$ cat src/rtl/mem_ctrl_pkg.sv
// Shared defines for mem_ctrl and the LSB: op codes, controller states and byte-count helper.
// Load result extension lives here too so both sides agree on LB/LH/LBU/LHU semantics.
package mem_ctrl_pkg;

  typedef logic [5:0] op_t;

  typedef enum logic [1:0] {
    IDLE  = 2'd0,
    FETCH = 2'd1,
    LOAD  = 2'd2,
    STORE = 2'd3
  } state_t;

  localparam op_t OP_LB  = 6'd1;
  localparam op_t OP_LH  = 6'd2;
  localparam op_t OP_LW  = 6'd3;
  localparam op_t OP_LBU = 6'd4;
  localparam op_t OP_LHU = 6'd5;
  localparam op_t OP_SB  = 6'd6;
  localparam op_t OP_SH  = 6'd7;
  localparam op_t OP_SW  = 6'd8;

  function automatic logic [2:0] byte_count(input op_t op);
    case (op)
      OP_LB, OP_LBU, OP_SB: byte_count = 3'd1;
      OP_LH, OP_LHU, OP_SH: byte_count = 3'd2;
      default:              byte_count = 3'd4;
    endcase
  endfunction

  function automatic logic [31:0] load_extend(input op_t op, input logic [31:0] w);
    case (op)
      OP_LB:   load_extend = {{24{w[7]}}, w[7:0]};
      OP_LBU:  load_extend = {24'h0, w[7:0]};
      OP_LH:   load_extend = {{16{w[15]}}, w[15:0]};
      OP_LHU:  load_extend = {16'h0, w[15:0]};
      default: load_extend = w;
    endcase
  endfunction

endpackage

$ cat src/rtl/mem_ctrl_if.sv
// Request/response and RAM-side signals of mem_ctrl; slave is the controller's view,
// master is the view of the fetch unit, LSB and RAM model driving it.
interface mem_ctrl_if;
  import mem_ctrl_pkg::*;

  logic        rdy;
  logic [7:0]  mem_din;
  logic [7:0]  mem_dout;
  logic [31:0] mem_a;
  logic        mem_wr;
  logic        io_buffer_full;
  logic        if_req;
  logic [31:0] if_addr;
  logic        if_valid;
  logic [31:0] if_inst;
  logic        load_store_sgn;
  op_t         load_store_op;
  logic [31:0] load_store_addr;
  logic        begin_real_load;
  logic        mem_valid;
  logic [31:0] mem_res;
  logic        store_req;
  op_t         store_op;
  logic [31:0] store_addr;
  logic [31:0] store_data;
  logic        finish_store;
  logic        rollback;

  modport slave (
    input  rdy, mem_din, io_buffer_full, if_req, if_addr,
           load_store_sgn, load_store_op, load_store_addr,
           store_req, store_op, store_addr, store_data, rollback,
    output mem_dout, mem_a, mem_wr, if_valid, if_inst,
           begin_real_load, mem_valid, mem_res, finish_store
  );

  modport master (
    output rdy, mem_din, io_buffer_full, if_req, if_addr,
           load_store_sgn, load_store_op, load_store_addr,
           store_req, store_op, store_addr, store_data, rollback,
    input  mem_dout, mem_a, mem_wr, if_valid, if_inst,
           begin_real_load, mem_valid, mem_res, finish_store
  );
endinterface

$ cat src/rtl/mem_ctrl.sv
// Byte-serial RAM arbiter (store > load > fetch); N-byte read completes N+1 cycles after acceptance.
// rdy=0 freezes everything; with IO_STALL_EN defined, I/O store bytes wait while io_buffer_full.
module mem_ctrl
  import mem_ctrl_pkg::*;
#(
  parameter logic [31:0] ADDR_IO = 32'h00030000
) (
  input  logic     clk,
  input  logic     rst,
  mem_ctrl_if.slave bus
);

  state_t      state_q, state_d;
  logic [1:0]  cnt_q;
  logic [1:0]  cnt_nxt;
  logic [2:0]  len_q;
  op_t         op_q;
  logic [31:0] mem_a_q;
  logic [7:0]  dout_q;
  logic        wr_q;
  logic [31:0] sdata_q;
  logic [31:0] rd_q;
  logic [31:0] word;
  logic        begin_q, mem_valid_q, if_valid_q, finish_q;
  logic [31:0] mem_res_q, if_inst_q;
  logic        acc_store, acc_load, acc_fetch;
  logic        last;
  logic        io_stall;

`ifdef IO_STALL_EN
  assign io_stall = (state_q == STORE) && bus.io_buffer_full && (mem_a_q >= ADDR_IO);
`else
  logic unused_io;
  assign unused_io = ^{bus.io_buffer_full, ADDR_IO};
  assign io_stall  = 1'b0;
`endif

  assign last    = ({1'b0, cnt_q} == (len_q - 3'd1));
  assign cnt_nxt = cnt_q + 2'd1;

  // The byte arriving this cycle merged over the bytes already collected.
  always_comb begin
    word = rd_q;
    word[8*cnt_q +: 8] = bus.mem_din;
  end

  always_ff @(posedge clk or posedge rst) begin
    if (rst) state_q <= IDLE;
    else     state_q <= state_d;
  end

  always_comb begin
    state_d   = state_q;
    acc_store = 1'b0;
    acc_load  = 1'b0;
    acc_fetch = 1'b0;
    if (bus.rdy) begin
      case (state_q)
        IDLE: begin
          if (bus.store_req) begin
            acc_store = 1'b1;
            state_d   = STORE;
          end else if (!bus.rollback && bus.load_store_sgn) begin
            acc_load = 1'b1;
            state_d  = LOAD;
          end else if (!bus.rollback && bus.if_req) begin
            acc_fetch = 1'b1;
            state_d   = FETCH;
          end
        end
        FETCH, LOAD: if (bus.rollback || last) state_d = IDLE;
        STORE:       if (!io_stall && last)    state_d = IDLE;
        default:     state_d = IDLE;
      endcase
    end
  end

  always_ff @(posedge clk or posedge rst) begin
    if (rst) begin
      cnt_q       <= 2'd0;
      len_q       <= 3'd0;
      op_q        <= '0;
      mem_a_q     <= 32'h0;
      dout_q      <= 8'h0;
      wr_q        <= 1'b0;
      sdata_q     <= 32'h0;
      rd_q        <= 32'h0;
      begin_q     <= 1'b0;
      mem_valid_q <= 1'b0;
      if_valid_q  <= 1'b0;
      finish_q    <= 1'b0;
      mem_res_q   <= 32'h0;
      if_inst_q   <= 32'h0;
    end else if (bus.rdy) begin
      begin_q     <= 1'b0;
      mem_valid_q <= 1'b0;
      if_valid_q  <= 1'b0;
      finish_q    <= 1'b0;
      if (acc_store) begin
        mem_a_q <= bus.store_addr;
        dout_q  <= bus.store_data[7:0];
        sdata_q <= bus.store_data;
        wr_q    <= 1'b1;
        len_q   <= byte_count(bus.store_op);
        cnt_q   <= 2'd0;
      end else if (acc_load) begin
        mem_a_q <= bus.load_store_addr;
        op_q    <= bus.load_store_op;
        len_q   <= byte_count(bus.load_store_op);
        cnt_q   <= 2'd0;
        begin_q <= 1'b1;
      end else if (acc_fetch) begin
        mem_a_q <= bus.if_addr;
        len_q   <= 3'd4;
        cnt_q   <= 2'd0;
      end else begin
        case (state_q)
          LOAD, FETCH: begin
            if (!bus.rollback) begin
              rd_q    <= word;
              mem_a_q <= mem_a_q + 32'd1;
              cnt_q   <= cnt_nxt;
              if (last && state_q == LOAD) begin
                mem_valid_q <= 1'b1;
                mem_res_q   <= load_extend(op_q, word);
              end else if (last) begin
                if_valid_q <= 1'b1;
                if_inst_q  <= word;
              end
            end
          end
          STORE: begin
            if (!io_stall) begin
              if (last) begin
                wr_q     <= 1'b0;
                finish_q <= 1'b1;
              end else begin
                mem_a_q <= mem_a_q + 32'd1;
                cnt_q   <= cnt_nxt;
                dout_q  <= sdata_q[8*cnt_nxt +: 8];
              end
            end
          end
          default: ;
        endcase
      end
    end
  end

  // Pulses are held in their registers while paused and masked on a same-cycle flush.
  assign bus.mem_wr          = wr_q & bus.rdy & ~io_stall;
  assign bus.mem_a           = mem_a_q;
  assign bus.mem_dout        = dout_q;
  assign bus.begin_real_load = begin_q & bus.rdy;
  assign bus.mem_valid       = mem_valid_q & bus.rdy & ~bus.rollback;
  assign bus.mem_res         = mem_res_q;
  assign bus.if_valid        = if_valid_q & bus.rdy & ~bus.rollback;
  assign bus.if_inst         = if_inst_q;
  assign bus.finish_store    = finish_q & bus.rdy;

endmodule

$ cat src/flat_wrapper.sv
// flat-port wrapper written by rule: the top's interface ports become plain ports
module mem_ctrl_flat import mem_ctrl_pkg::*;
#(
  parameter logic [31:0] ADDR_IO = 32'h00030000
)
  (clk, rst, bus_rdy, bus_mem_din, bus_io_buffer_full, bus_if_req, bus_if_addr, bus_load_store_sgn, bus_load_store_op, bus_load_store_addr, bus_store_req, bus_store_op, bus_store_addr, bus_store_data, bus_rollback, bus_mem_dout, bus_mem_a, bus_mem_wr, bus_if_valid, bus_if_inst, bus_begin_real_load, bus_mem_valid, bus_mem_res, bus_finish_store);
  mem_ctrl_if bus_i ();
  input  logic clk;
  input  logic rst;
  input wire logic [$bits(bus_i.rdy)-1:0] bus_rdy;
  input wire logic [$bits(bus_i.mem_din)-1:0] bus_mem_din;
  input wire logic [$bits(bus_i.io_buffer_full)-1:0] bus_io_buffer_full;
  input wire logic [$bits(bus_i.if_req)-1:0] bus_if_req;
  input wire logic [$bits(bus_i.if_addr)-1:0] bus_if_addr;
  input wire logic [$bits(bus_i.load_store_sgn)-1:0] bus_load_store_sgn;
  input wire logic [$bits(bus_i.load_store_op)-1:0] bus_load_store_op;
  input wire logic [$bits(bus_i.load_store_addr)-1:0] bus_load_store_addr;
  input wire logic [$bits(bus_i.store_req)-1:0] bus_store_req;
  input wire logic [$bits(bus_i.store_op)-1:0] bus_store_op;
  input wire logic [$bits(bus_i.store_addr)-1:0] bus_store_addr;
  input wire logic [$bits(bus_i.store_data)-1:0] bus_store_data;
  input wire logic [$bits(bus_i.rollback)-1:0] bus_rollback;
  output wire logic [$bits(bus_i.mem_dout)-1:0] bus_mem_dout;
  output wire logic [$bits(bus_i.mem_a)-1:0] bus_mem_a;
  output wire logic [$bits(bus_i.mem_wr)-1:0] bus_mem_wr;
  output wire logic [$bits(bus_i.if_valid)-1:0] bus_if_valid;
  output wire logic [$bits(bus_i.if_inst)-1:0] bus_if_inst;
  output wire logic [$bits(bus_i.begin_real_load)-1:0] bus_begin_real_load;
  output wire logic [$bits(bus_i.mem_valid)-1:0] bus_mem_valid;
  output wire logic [$bits(bus_i.mem_res)-1:0] bus_mem_res;
  output wire logic [$bits(bus_i.finish_store)-1:0] bus_finish_store;
  assign bus_i.rdy = bus_rdy;
  assign bus_i.mem_din = bus_mem_din;
  assign bus_i.io_buffer_full = bus_io_buffer_full;
  assign bus_i.if_req = bus_if_req;
  assign bus_i.if_addr = bus_if_addr;
  assign bus_i.load_store_sgn = bus_load_store_sgn;
  assign bus_i.load_store_op = bus_load_store_op;
  assign bus_i.load_store_addr = bus_load_store_addr;
  assign bus_i.store_req = bus_store_req;
  assign bus_i.store_op = bus_store_op;
  assign bus_i.store_addr = bus_store_addr;
  assign bus_i.store_data = bus_store_data;
  assign bus_i.rollback = bus_rollback;
  assign bus_mem_dout = bus_i.mem_dout;
  assign bus_mem_a = bus_i.mem_a;
  assign bus_mem_wr = bus_i.mem_wr;
  assign bus_if_valid = bus_i.if_valid;
  assign bus_if_inst = bus_i.if_inst;
  assign bus_begin_real_load = bus_i.begin_real_load;
  assign bus_mem_valid = bus_i.mem_valid;
  assign bus_mem_res = bus_i.mem_res;
  assign bus_finish_store = bus_i.finish_store;
  mem_ctrl #(.ADDR_IO(ADDR_IO)) u_core (.clk(clk), .rst(rst), .bus(bus_i));
endmodule
$ cat config.mk
export PLATFORM = sky130hd
export DESIGN_NAME = mem_ctrl_flat
export DESIGN_NICKNAME = d
export VERILOG_FILES = /design/src/rtl/mem_ctrl_pkg.sv /design/src/rtl/mem_ctrl_if.sv /design/src/rtl/mem_ctrl.sv /design/src/flat_wrapper.sv
export SDC_FILE = /design/constraint.sdc
export NUM_CORES = 1
export LEC_CHECK = 0
export CAP_MARGIN = 20
export CORE_MARGIN = 1.5
export CORE_UTILIZATION = 44
export CTS_CLUSTER_SIZE = 30
export DETAILED_ROUTE_END_ITERATION = 8
export PLACE_DENSITY = 0.75
export SLEW_MARGIN = 20
export SYNTH_ARGS = -nofsm -noshare
export SYNTH_HDL_FRONTEND = slang
export SYNTH_SLANG_ARGS = --single-unit
$ cat constraint.sdc
create_clock -name clk -period 5.8 [get_ports clk]
set_input_delay 1.16 -clock clk [delete_from_list [all_inputs] [get_ports clk]]
set_output_delay 1.16 -clock clk [all_outputs]
set_load 0.1 [all_outputs]
=== Word level (Yosys, flattened, before mapping) ===
Cells that the tools add are included.

* Add/subtract/negate cells: 4
* Equal/unequal tests: 28
* Shift operators: 3
* Muxes and demuxes: 66
* Bitwise logic cells: 12
* Reduce and logical (&&, ||, !) cells: 25

{| class="wikitable"
|+ Operator list
! operator !! count
|-
| 2-to-1 mux 32 bit || 5
|-
| case mux 32 bit (4 select lines) || 1
|-
| case mux 32 bit (2 select lines) || 1
|-
| == test 6 x 3 -> 1 bit, second input constant || 10
|-
| 2-to-1 mux 8 bit || 5
|-
| 2-to-1 mux 1 bit || 36
|-
| negation 5 -> 34 bit || 1
|-
| variable shift 8 x 34 -> 32 bit, first input constant || 1
|-
| indexed part select 8 x 34 -> 32 bit || 1
|-
| adder 32 x 1 -> 32 bit, second input constant || 1
|-
| bitwise mux 32 bit || 1
|-
| indexed part select 32 x 6 -> 8 bit || 1
|-
| 2-to-1 mux 2 bit || 10
|-
| == test 6 x 1 -> 1 bit, second input constant || 3
|-
| == test 6 x 2 -> 1 bit, second input constant || 3
|-
| case mux 3 bit (2 select lines) || 2
|-
| OR reduction 3 bit || 4
|-
| != test 2 x 1 -> 1 bit, second input constant || 5
|-
| != test 5 x 2 -> 1 bit, second input constant || 2
|-
| AND reduction 5 bit || 2
|-
| 2-to-1 mux 3 bit || 3
|-
| AND reduction 4 bit || 2
|-
| AND reduction 8 bit || 1
|-
| bitwise AND 1 bit || 7
|-
| 21 further kinds || 30
|}

* Flip-flop bits (word level): 186
* Input bits: 156
* Output and inout bits: 109
* Logic and storage cells: 153

=== Longest topological paths before layout ===
* Word-level depth: 10
* Gate-level depth with buffers: 11
* Mapped depth without buffers: 7

=== Least setup slack after synthesis ===
No wires, ideal clock.

* Path kind: input -> output
* Start point: in bus_rollback
* End point: out bus_if_valid
* Arrival time: 2.126 ns
* Data required time: 4.640 ns
* Setup slack: 2.514 ns
* Stages: 2
* Buffers on the path: 0
* Cell sequence: and2b_1 -> and2_1

* Cells in the longest elaborated chain, start to end: 2

{| class="wikitable"
|+ Ends and longest elaborated chain
! what !! RTL line !! text
|-
| start: declaration || flat_wrapper.sv:22 || <nowiki>input wire logic [$bits(bus_i.rollback)-1:0] bus_rollback;</nowiki>
|-
| NOT 1 bit (no line) || n/a ||
|-
| bitwise AND 1 bit || mem_ctrl.sv:157 || <nowiki>assign bus.if_valid = if_valid_q & bus.rdy & ~bus.rollback;</nowiki>
|-
| end: declaration || flat_wrapper.sv:26 || <nowiki>output wire logic [$bits(bus_i.if_valid)-1:0] bus_if_valid;</nowiki>
|}

No other way between the ends.

=== Worst setup path after layout ===
* Start point: in bus_rdy
* End point: out bus_mem_wr

* Cells in the longest elaborated chain, start to end: 1

{| class="wikitable"
|+ Ends and longest elaborated chain
! what !! RTL line !! text
|-
| start: declaration || flat_wrapper.sv:10 || <nowiki>input wire logic [$bits(bus_i.rdy)-1:0] bus_rdy;</nowiki>
|-
| bitwise AND 1 bit || mem_ctrl.sv:151 || <nowiki>assign bus.mem_wr = wr_q & bus.rdy & ~io_stall;</nowiki>
|-
| end: declaration || flat_wrapper.sv:25 || <nowiki>output wire logic [$bits(bus_i.mem_wr)-1:0] bus_mem_wr;</nowiki>
|}

No other way between the ends.

==> qor.yml <==
synth_ff_type: "dfrtp_1"
final.setup_skew_ns: 0.00895
routed-via-count: 8708
cap_violations: 0
final-setup-viol-count: 0
antenna_left: 0
cts_resized: 0
tns_ns: 0
timing.final.crit_share_pct: 77.4
die_w_um: 150
layout_common_cells: "clkdlybuf4s50_1 (259), dfrtp_1 (186), nand2_1 (177), a21oi_1 (118), nor2_1 (116)"
synth_fp_nets: 1194
tightest_slew_ns: 1.03
synth_edf_count: 0
max_freq_mhz: 223
seq_area_sq_um: 4650
ys_warn_count: 0
drv_slew: 0
area_delta_synth_final_pct: 36.7
grt_pass1_wl_um: 44400
synth_area_leader_cell: "dfrtp_1"
finalNetCount: 1428
start_kind: "input port"
grt_max_degree: 187
grt_usage_pct: 25.4
viasPerCell: 5.62
drcViolationCount: 0
crit_fanout: 14
critPathSlowestCell: "clkdlybuf4s50_1"
initial_utilization_pct: 45.0
io_buffers: 263
vdd.ir_drop.worst_mv: 0.380
synth_area_leaders: "dfrtp_1 (49%), nand2_1 (7.0%), a21oi_1 (6.2%)"
synth.ff_latch_count: 186
fin_util_pct: 61.4
hold_class: "flip-flop to flip-flop"
grt_pass1_vias: 8400
critPathArrivalTime_ns: 3.33
clock_sinks: 186
wl_per_cell_um: 18.1
critical-path-top-delay-family: "buffers and inverters"
critPathMostFrequentCell: "clkdlybuf4s50_1"
cts_hold_buf: 0
rsz0062_at_grt: "false"
period_minus_slack_ns: 4.49
antenna_cells: 0
grt_overflow: 0
antenna_found_initial: 0
gp_congestion: 0.858
synth.top_cell.area_share_pct: 49.2
multiInputGateArea_sq_um: 4530
crit_chain: "clkdlybuf4s50_1 -> and2_1 -> clkdlybuf4s50_1"
dp_hpwl_um: 20100
h-tree-depth: 4
p_per_area_nw_per_um2: 614
syn_inst: 1027
syn-cell-area_sq_um: 9450
cts_tree: "done"
final_common_cell: "clkdlybuf4s50_1"
drt_iter0_drc: 621
core_area_sq_um: 21000
dieArea_sq_um: 22400
std_cell_rows: 53
slew_headroom_pct: 30.8
synth.avg_cell_area_sq_um: 9.20
clock_path_buffers: 2
critical_path_buf_inv_count: 2
cts_root_buffer: "clkbuf_16"
yosysUniqueCellTypes: 69
num_io_pins: 265
end_kind: "output pin"
status: "finished, final reports clean"
critPathRequiredTime_ns: 4.64
fill_cells: 1816
criticalPathCategory: "input port to output pin"
post_cts_buffers: 0
async_reset_ff_share_pct: 100
drive_above_1_share_pct: 6.20
clock_latency_ns: 0.43
cts_made_buffers: 17
max_stage_delay_ns: 1.14
finalHoldViolCount: 0
die_h_um: 150
first_pass_iters: 5
yosysSeqAreaShare_pct: 49.2
routed_wirelength_um: 28000
leakage_nw: 5.48
clk_pin_slew_ns: 0.07
==> routing by layer <==
metal  global-route usage (%)  routed length, um
met3                     6.16               2220
met2                     40.3              12900
met5                        0                  0
met4                     9.65                911
met1                     33.6              12000
==> kinds of logic after synthesis <==
kind of cell	share of synthesized area, %
AND/OR/NAND/NOR	20.2
flip-flops	49.2
buffers and inverters	3.24
XOR/XNOR	1.76
multiplexers	2.34
adder cells (fa/ha/maj)	1.46
AO/OA/AOI/OAI	21.8
==> area by class of cell <==
type | instances | area share [%]
clock inverter | 14 | 1.18
multi-input combinational | 766 | 35.1
timing repair buffer | 279 | 21.4
clock buffer | 18 | 3.32
inverter | 11 | 0.349
tap | 275 | 2.66
sequential | 186 | 36.0
==> synth_stat cells (all sizes together) (3+ instances only) <==
cell / n
a211oi: 3
a21o: 12
a21oi: 118
a221o: 8
a222oi: 6
a22o: 8
a22oi: 6
a31oi: 15
a32oi: 6
and2: 7
and4: 4
buf: 16
clkbuf: 48
dfrtp: 186
ha: 11
inv: 11
mux2i: 3
mux4: 8
nand2: 177
nand2b: 3
nand3: 19
nand4: 14
nor2: 119
nor2b: 33
nor3: 11
nor4: 8
o211a: 3
o211ai: 12
o21a: 3
o21ai: 30
o221ai: 4
o22a: 33
o311ai: 5
o31a: 4
o31ai: 7
or3: 7
or4: 5
xnor2: 10
xor2: 9
==> sequential cells by signal (all words and copies together), names as in the netlist <==
| signal | cells |
|---|---|
| u_core.bus.if_inst | 32 |
| u_core.bus.mem_a | 32 |
| u_core.bus.mem_res | 32 |
| u_core.rd_q | 32 |
| u_core.sdata_q | 32 |
| u_core.bus.mem_dout | 8 |
| u_core.op_q | 6 |
| u_core.len_q | 3 |
| u_core.cnt_q | 2 |
| u_core.state_q | 2 |
| u_core.begin_q | 1 |
| u_core.finish_q | 1 |
| u_core.if_valid_q | 1 |
| u_core.mem_valid_q | 1 |
| u_core.wr_q | 1 |
==> through the flow <==
step	power (mW)	std cells	cell area (sq um)	hold slack [ns]	setup slack [ns]
floorplan	5.62	1027	9460	0.439	2.25
global placement	6.71	1516	12300	0.452	1.35
detailed placement	6.79	1516	12300	0.461	1.34
CTS	7.96	1548	12900	0.477	1.33
global route	8.36	1549	12900	0.496	1.25
finish	7.94	1549	12900	0.474	1.31
==> path summary, 6_finish.rpt <==
kind                                    start                     end  slack, ns  cells past startpoint
min reg2reg                u_core.mem_valid_q      u_core.mem_valid_q       0.47                      1
min                        u_core.mem_valid_q      u_core.mem_valid_q       0.47                      1
max reg2reg                 u_core.state_q[0]    u_core.bus.mem_a[17]       2.55                      8
max in group asynchronous                 rst    u_core.bus.mem_a[13]       3.66                      3
min in group asynchronous                 rst  u_core.bus.mem_res[15]       1.37                      3
max                                   bus_rdy              bus_mem_wr       1.31                      3
==> power breakdown <==
part	switching, mW	internal (mW)	leakage (nW)
Clock	0.570	0.579	0.278
Sequential	0.422	1.81	2.34
Combinational	3.21	1.34	2.86
Total	4.20	3.73	5.48
Note: power is estimated with default switching activity, not from simulation.
